<file path="src/rtl/dffnrnq_pkg.sv">
// Shared constants and helpers for the negative-edge pipeline register bank.
package dffnrnq_pkg;

    localparam logic RESET_VAL_DEFAULT = 1'b0;

    function automatic int unsigned occ_w(input int unsigned depth);
        return $clog2(depth + 1);
    endfunction

endpackage

</file>
<file path="src/rtl/dffnrnq_pipe_bank_if.sv">
// Data/valid/control bundle of the negative-edge pipeline bank.
interface dffnrnq_pipe_bank_if
    import dffnrnq_pkg::*;
#(
    parameter int unsigned WIDTH = 8,
    parameter int unsigned DEPTH = 4
);
    logic                      EN;
    logic                      FLUSH;
    logic [WIDTH-1:0]          D;
    logic                      DV;
    logic [WIDTH-1:0]          Q;
    logic                      QV;
    logic [occ_w(DEPTH)-1:0]   OCC;

    modport master (output EN, FLUSH, D, DV, input Q, QV, OCC);
    modport slave  (input EN, FLUSH, D, DV, output Q, QV, OCC);
endinterface

</file>
<file path="src/rtl/dffnrnq_vec.sv">
// One falling-edge register of W bits: async active-low clear, synchronous
// load-constant, and enable.
module dffnrnq_vec #(
    parameter int unsigned   W        = 1,
    parameter logic [W-1:0]  LOAD_VAL = '0
) (
    input  logic         CLKN,
    input  logic         RN,
    input  logic         EN,
    input  logic         LOAD,
    input  logic [W-1:0] D,
    output logic [W-1:0] Q
);

    always_ff @(negedge CLKN or negedge RN) begin
        if (!RN) begin
            Q <= LOAD_VAL;
        end else if (LOAD) begin
            Q <= LOAD_VAL;
        end else if (EN) begin
            Q <= D;
        end
    end

endmodule

</file>
<file path="src/rtl/dffnrnq_pipe_bank.sv">
// DEPTH-stage falling-edge pipeline of WIDTH-bit data plus valid, with stall,
// synchronous flush and a registered count of valid stages.
module dffnrnq_pipe_bank
    import dffnrnq_pkg::*;
#(
    parameter int unsigned      WIDTH     = 8,
    parameter int unsigned      DEPTH     = 4,
    parameter logic [WIDTH-1:0] RESET_VAL = {WIDTH{RESET_VAL_DEFAULT}}
) (
    input  logic                CLKN,
    input  logic                RN,
    dffnrnq_pipe_bank_if.slave  bus
);

    localparam int unsigned OW = occ_w(DEPTH);

    // Each stage holds {valid, data}; valid lives in the MSB.
    logic [WIDTH:0]   stage [DEPTH];
    logic [DEPTH-1:0] v;
    logic [OW-1:0]    occ;

    for (genvar i = 0; i < DEPTH; i++) begin : g_stage
        logic [WIDTH:0] din;

        if (i == 0) begin : g_head
            assign din = {bus.DV, bus.D};
        end else begin : g_body
            assign din = stage[i-1];
        end

        dffnrnq_vec #(
            .W        (WIDTH + 1),
            .LOAD_VAL ({1'b0, RESET_VAL})
        ) u_stage (
            .CLKN (CLKN),
            .RN   (RN),
            .EN   (bus.EN),
            .LOAD (bus.FLUSH),
            .D    (din),
            .Q    (stage[i])
        );

        assign v[i] = stage[i][WIDTH];
    end

    // Incoming valid adds one, the valid leaving the last stage removes one.
    always_ff @(negedge CLKN or negedge RN) begin
        if (!RN) begin
            occ <= '0;
        end else if (bus.FLUSH) begin
            occ <= '0;
        end else if (bus.EN) begin
            occ <= occ + OW'(bus.DV) - OW'(v[DEPTH-1]);
        end
    end

    assign bus.Q   = stage[DEPTH-1][WIDTH-1:0];
    assign bus.QV  = v[DEPTH-1];
    assign bus.OCC = occ;

    occ_matches_valids: assert property (
        @(negedge CLKN) disable iff (!RN) 32'(occ) == $countones(v)
    );

endmodule

</file>
<file path="src/flat_wrapper.sv">
// flat-port wrapper written by rule: the top's interface ports become plain ports
module dffnrnq_pipe_bank_flat import dffnrnq_pkg::*;
#(
    parameter int unsigned      WIDTH     = 8,
    parameter int unsigned      DEPTH     = 4,
    parameter logic [WIDTH-1:0] RESET_VAL = {WIDTH{RESET_VAL_DEFAULT}}
)
  (CLKN, RN, bus_EN, bus_FLUSH, bus_D, bus_DV, bus_Q, bus_QV, bus_OCC);
  dffnrnq_pipe_bank_if #(.WIDTH(WIDTH), .DEPTH(DEPTH)) bus_i ();
  input  logic CLKN;
  input  logic RN;
  input wire logic [$bits(bus_i.EN)-1:0] bus_EN;
  input wire logic [$bits(bus_i.FLUSH)-1:0] bus_FLUSH;
  input wire logic [$bits(bus_i.D)-1:0] bus_D;
  input wire logic [$bits(bus_i.DV)-1:0] bus_DV;
  output wire logic [$bits(bus_i.Q)-1:0] bus_Q;
  output wire logic [$bits(bus_i.QV)-1:0] bus_QV;
  output wire logic [$bits(bus_i.OCC)-1:0] bus_OCC;
  assign bus_i.EN = bus_EN;
  assign bus_i.FLUSH = bus_FLUSH;
  assign bus_i.D = bus_D;
  assign bus_i.DV = bus_DV;
  assign bus_Q = bus_i.Q;
  assign bus_QV = bus_i.QV;
  assign bus_OCC = bus_i.OCC;
  dffnrnq_pipe_bank #(.WIDTH(WIDTH), .DEPTH(DEPTH), .RESET_VAL(RESET_VAL)) u_core (.CLKN(CLKN), .RN(RN), .bus(bus_i));
endmodule
</file>
<file path="config.mk">
export PLATFORM = sky130hd
export DESIGN_NAME = dffnrnq_pipe_bank_flat
export DESIGN_NICKNAME = d
export VERILOG_FILES = /design/src/rtl/dffnrnq_pkg.sv /design/src/rtl/dffnrnq_pipe_bank_if.sv /design/src/rtl/dffnrnq_vec.sv /design/src/rtl/dffnrnq_pipe_bank.sv /design/src/flat_wrapper.sv
export SDC_FILE = /design/constraint.sdc
export NUM_CORES = 1
export LEC_CHECK = 0
export ABC_CLOCK_PERIOD_IN_PS = 2200
export CORE_AREA = 4 4 71 73
export DETAILED_ROUTE_END_ITERATION = 12
export DIE_AREA = 0 0 75 77
export PLACE_DENSITY_LB_ADDON = 0.15
export SYNTH_ARGS = -nofsm -noshare
export SYNTH_HDL_FRONTEND = slang
export SYNTH_SLANG_ARGS = --single-unit
</file>
<file path="constraint.sdc">
create_clock -name CLKN -period 2.2 [get_ports CLKN]
set_input_delay 0.44 -clock CLKN [delete_from_list [all_inputs] [get_ports CLKN]]
set_output_delay 0.44 -clock CLKN [all_outputs]
set_load 0.05 [all_outputs]
</file>
==> metrics.txt, run 1 <==
status=finished with violations; failing checks=setup timing; Crit Path Category=reg -> out; CTS clk-pin slew, worst paths=50 ps; PwrDens=674 mW/mm²; Reg-to-Reg End=u_core.bus.OCC[2]; IO Pins=25; first-pass iteration count of the detailed router=4; Worst EP required=1760 ps; total gr overflow=0; Finished Layout Cells=220; Synth top area share=57.6%; CTS root buffer=clkbuf_8; top cell type by total area after synthesis=dfrtn_1; die area=0.00578 mm²; global-route wire length before repair=5040 µm; Distinct cells, synth=18; Via Count=1037; Slew Viols, Final=0; FP Rows=24; Synth warnings=0; reg2reg setup slack=130 ps; Hold Path Depth=2; post-synthesis sequential area ratio=57.6%; Post-Syn Instances=135; max-cap viol count=0; Worst Hold End=u_core.g_stage[1].u_stage.Q[6]; DRC errors left=0; area delta synth->final=35.7%; largest net degree at the start of global routing=32; dpl cells=208; Hold Buf Count CTS=0; initial core utilization=38.9%; Total Nets Final=183; most common cell after layout, fill and taps aside=dfrtn_1; CP Capture Type=primary output; vias per cell=4.71; TNS Setup=-3000 ps; VDD IR max=0.433 mV; Port Buffers=24; Placement Cell Area=0.00212 mm²; wire per inst=13.3 µm; commonest non-fill, non-tap cells in the layout=dfrtn_1, nor2_1, mux2i_1; Min-Delay Path Class=reg -> reg; Final HPWL DP=1900 µm; Mapped Area=0.00169 mm²; register bit count reported by yosys=39; CP max stage delay=470 ps; unrepaired setup endpoints after global routing=true; placer congestion estimate=0.717; cell family with most CP delay=flip-flops; Setup violations, final=14; cell area after layout=0.00230 mm²; number of diodes=0; CTS tree=yes; ANT nets after route=0; final setup margin=-251 ps; r2r startpoint=u_core.bus.OCC[0]; worst path cell trace=buf_12; reg2reg path depth=10; Die Wd=75 µm; hold path start=u_core.g_stage[1].u_stage.Q[6]; Leak=1.15 nW; clock skew=4.47 ps; Area contributors post-synth=dfrtn_1, mux2i_1, nor2_1, buf_8, ha_1; Initial DRC Count=54; Fillers=367; critical path depth=1; die height=77 µm; initial antenna violation count=0; share of cells above drive strength 1=23.2%; drt total wl=2920 µm; Max FO, Critical Path=2; crit path DAT=2010 ps; worst skew pair latency=290 ps; crit path buf inv count=1; total CTS buffers=5; Bufs on Longest Clock Path=2; syn avg cell area=12.5 µm²; CTS sink cnt=39; CTS H-tree depth=2; Core ar.=0.00435 mm²; number of global-route vias before repair=1110; Mapped Nets=151; overall global routing resource usage=11.4%; final hold violation count=0; Slew HR=83.9%; Worst Setup Start Kind=flip-flop; Worst-Margin Slew=241 ps; slowest library cell on the worst path=dfrtn_1; total power=1.55 mW
sequential cells by signal, summed over array words and instances, names as in the netlist:
register,cells
u_core.g_stage.u_stage.Q,36
u_core.bus.OCC,3
Yosys cell counts:
library cell   n
dfrtn_1       39
nor2_1        38
mux2i_1       37
buf_8          3
inv_1          3
buf_4          2
ha_1           2
a211oi_2       1
a21oi_1        1
a31o_1         1
buf_12         1
buf_2          1
buf_6          1
clkbuf_1       1
fa_1           1
nand2b_1       1
nor2_2         1
xor2_1         1
power breakdown:
part	switching, mW	internal [mW]	leakage (nW)
registers	0.0162	0.746	0.534
clock network	0.240	0.337	0.0581
logic	0.101	0.107	0.562
total	0.357	1.19	1.15
worst max-delay path by stage:
stage / start / endpoint
final: u_core.bus.OCC[2] / bus_OCC[2]
after global routing: u_core.bus.OCC[1] / bus_OCC[1]
after CTS: u_core.bus.OCC[1] / bus_OCC[1]
after detailed placement: bus_DV / u_core.bus.OCC[2]
after global placement: bus_DV / u_core.bus.OCC[2]
after floorplan: bus_DV / u_core.bus.OCC[2]
metrics by stage:
stage / worst slack (ps) / hold slack (ps) / utilization [%]
4_1_cts: -265 / 471 / 52.5
5_1_grt: -293 / 490 / 52.8
3_5_place_dp: -985 / 471 / 48.6
2_1_floorplan: -381 / 447 / -
6_report: -251 / 468 / 52.8
3_3_place_gp: -961 / 460 / 48.6
logic make-up (layout without fill, tap and decap cells):
logic type	count (synthesis)	count (layout)	share of synthesized area, %
AO/OA/AOI/OAI	3	3	1.55
XOR/XNOR	1	1	0.517
adder cells (fa/ha/maj)	3	3	2.66
buffers and inverters	12	45	6.58
flip-flops	39	39	57.6
multiplexers	37	37	21.9
AND/OR/NAND/NOR	40	40	9.17
repair_timing:
| action | in CTS | in global routing |
|---|---|---|
| hold endpoints to repair | 0 | 0 |
| pin swaps | 3 | 1 |
| endpoints found under the setup margin | 51 | 14 |
| cloned | 1 | 0 |
| resized for setup | 6 | 2 |
| setup buffers | 3 | 0 |
per-layer routing:
metal | track usage, % | vias up | wire length [µm]
met2 | 18.2 | 21 | 1430
met5 | 0 | - | 0
li1 | - | 509 | -
met1 | 13.8 | 503 | 1290
met4 | 5.34 | 0 | 46
met3 | 3.40 | 4 | 155
area by class of cell:
| class | count | area (µm²) | area share, % |
|---|---|---|---|
| Clock buffer | 5 | 68.8 | 3.00 |
| Clock inverter | 3 | 43.8 | 1.91 |
| Inverter | 3 | 11.3 | 0.490 |
| Multi-Input combinational cell | 84 | 628 | 27.3 |
| Sequential cell | 39 | 976 | 42.5 |
| Tap cell | 52 | 65.1 | 2.83 |
| Timing Repair Buffer | 34 | 504 | 21.9 |
No activity file was read; power rests on OpenSTA's default activity.
==> run 2, diff against run 1 <==
--- a/config.mk
+++ b/config.mk
@@ -6,9 +6,9 @@
 export NUM_CORES = 1
 export LEC_CHECK = 0
 export ABC_CLOCK_PERIOD_IN_PS = 2200
-export CORE_AREA = 4 4 71 73
+export CORE_AREA = 2 2 69 71
 export DETAILED_ROUTE_END_ITERATION = 12
-export DIE_AREA = 0 0 75 77
+export DIE_AREA = 0 0 71 73
 export PLACE_DENSITY_LB_ADDON = 0.15
 export SYNTH_ARGS = -nofsm -noshare
 export SYNTH_HDL_FRONTEND = slang
==> run 2 against run 1 <==
  * The flow still finishes with violations (setup timing)
  * Sequential power is essentially flat
  * Cell count grew 2.7%
  * Power shrank 8.3%
  * Critical endpoint is now bus_OCC[1]
  * Largest cell class unchanged
==> metrics.txt, run 2 (same netlist as run 1, synthesis figures left out) <==
status=finished with violations; failing checks=setup timing; drt total wl=2670 µm (-8.6%); crit path DAT=1990 ps (-20 ps); Flop pwr share=53.6% (+4.4 points); Leak=1.16 nW (+0.46%); Reg-to-Reg End=u_core.bus.OCC[2]; IO Pins=25 (unchanged); commonest non-fill, non-tap cells in the layout=dfrtn_1, nor2_1, mux2i_1; worst skew pair latency=290 ps (about the same); total CTS buffers=5 (unchanged); global-route wire length before repair=4680 µm (-7.2%); Bufs on Longest Clock Path=2 (unchanged); Core ar.=0.00454 mm² (+4.2%); PwrDens=617 mW/mm² (-8.3%); Switching Share=24.1% (+1.0 points); overall global routing resource usage=11.7% (+0.26 points); total gr overflow=0 (unchanged); CP max stage delay=450 ps (-20 ps); initial core utilization=37.3% (-1.6 points); final core utilization=50.7% (-2.1 points); Int Power=1.08 mW (-9.5%); most common cell after layout, fill and taps aside=dfrtn_1; die height=73 µm (-5.2%); max-cap viol count=0 (unchanged); Worst EP required=1760 ps (about the same); CTS clk-pin slew, worst paths=50 ps (about the same); FP Rows=25 (+4.2%); VDD IR max=0.328 mV (-24%); number of global-route vias before repair=1034 (-6.8%); Min-Delay Path Class=reg -> reg; Slew HR=86.0% (+2.1 points); Max FO, Critical Path=2 (unchanged); initial antenna violation count=0 (unchanged); Via Count=1053 (+1.5%); reg2reg path depth=10 (unchanged); Comb pwr share=14.7% (+1.3 points); clock skew=2.48 ps (-1.98 ps); Initial DRC Count=35 (-35%); Crit Path Category=reg -> out; ANT nets after route=0 (unchanged); CTS H-tree depth=2 (unchanged); final hold violation count=0 (unchanged); share of cells above drive strength 1=23.8% (+0.62 points); TNS Setup=-2900 ps (+96.7 ps); Hold Buf Count CTS=0 (unchanged); Total Nets Final=187 (+2.2%); Die Wd=71 µm (-5.3%); cell family with most CP delay=flip-flops; Clock Power Share=31.7% (-5.6 points); CP Capture Type=primary output; sw power=0.342 mW (-4.2%); largest net degree at the start of global routing=40 (+25%); Final HPWL DP=1690 µm (-11%); first-pass iteration count of the detailed router=3 (-1); number of diodes=0 (unchanged); critical path depth=1 (unchanged); r2r startpoint=u_core.bus.OCC[0]; final setup margin=-233 ps (+17.3 ps); end of the critical path=bus_OCC[1]; area delta synth->final=35.8% (about the same); largest reg by FF count=u_core.g_stage.u_stage.Q; Fillers=407 (+11%); unrepaired setup endpoints after global routing=true; Worst Setup Start Kind=flip-flop; Worst setup startpoint=u_core.bus.OCC[1]; reg2reg setup slack=160 ps (+30 ps); vias per cell=4.66 (-1.2%); Port Buffers=24 (unchanged); Largest register FFs=36 (unchanged); worst path cell trace=buf_12; CTS sink cnt=39 (unchanged); Setup violations, final=14 (unchanged); Worst-Margin Slew=210 ps (-30.9 ps); CTS root buffer=clkbuf_8; crit path buf inv count=1 (unchanged); placer congestion estimate=0.706 (-1.6%); slowest library cell on the worst path=dfrtn_1; CTS tree=yes; wire per inst=11.8 µm (-11%); Slew Viols, Final=0 (unchanged); die area=0.00518 mm² (-10%); DRC errors left=0 (unchanged)
run 2: worst min path at each step:
stage / start / end / cells past startpoint
floorplan: u_core.g_stage[0].u_stage.Q[0] / u_core.g_stage[0].u_stage.Q[0] / 2
global placement: u_core.g_stage[2].u_stage.Q[0] / u_core.g_stage[3].u_stage.Q[0] / 2
detailed placement: u_core.g_stage[1].u_stage.Q[6] / u_core.g_stage[1].u_stage.Q[6] / 2
CTS: u_core.g_stage[1].u_stage.Q[6] / u_core.g_stage[1].u_stage.Q[6] / 2
global route: u_core.g_stage[2].u_stage.Q[0] / u_core.g_stage[2].u_stage.Q[0] / 2
finish: u_core.g_stage[2].u_stage.Q[8] / u_core.g_stage[3].u_stage.Q[8] / 2
run 2: timing repair:
item | in CTS | in global routing
gates resized for setup | 8 | 1
setup buffers | 7 | 0
endpoints found under the setup margin | 51 | 14
pin swaps | 5 | 1
hold endpoints to repair | 0 | 0
cloned | 1 | 0
run 2: through the flow:
stage          power (mW)  setup WS (ps)  hold WS [ps]  cell area [µm²]  std cells
2_1_floorplan       0.887           -381           447             1710        135
3_3_place_gp        0.964           -962           462             2120        210
3_5_place_dp        0.969           -998           471             2120        210
4_1_cts              1.44           -246           471             2290        226
5_1_grt              1.49           -277           490             2300        226
6_report             1.42           -233           466             2300        226
run 2: cell type report:
cell class | count | area [µm²] | area share (%)
Sequential cell | 39 | 976 | 42.5
Multi-Input combinational cell | 84 | 628 | 27.3
Timing Repair Buffer | 38 | 534 | 23.2
Clock buffer | 7 | 76.3 | 3.32
Tap cell | 54 | 67.6 | 2.94
Inverter | 3 | 11.3 | 0.490
Clock inverter | 1 | 5.00 | 0.218
run 2: power by group through the flow:
stage | combinational [mW] | clock, mW | sequential [mW]
6_report | 0.209 | 0.449 | 0.761
5_1_grt | 0.228 | 0.497 | 0.764
4_1_cts | 0.211 | 0.470 | 0.761
3_5_place_dp | 0.194 | 0 | 0.775
3_3_place_gp | 0.190 | 0 | 0.774
2_1_floorplan | 0.0951 | 0 | 0.792
run 2: per-layer routing:
layer | routed length, µm | vias to the layer above | GRT usage [%]
met4 | 42 | 0 | 4.40
met2 | 1250 | 19 | 18.2
met3 | 119 | 5 | 4.28
met1 | 1260 | 513 | 15.0
met5 | 0 | - | 0
li1 | - | 516 | -
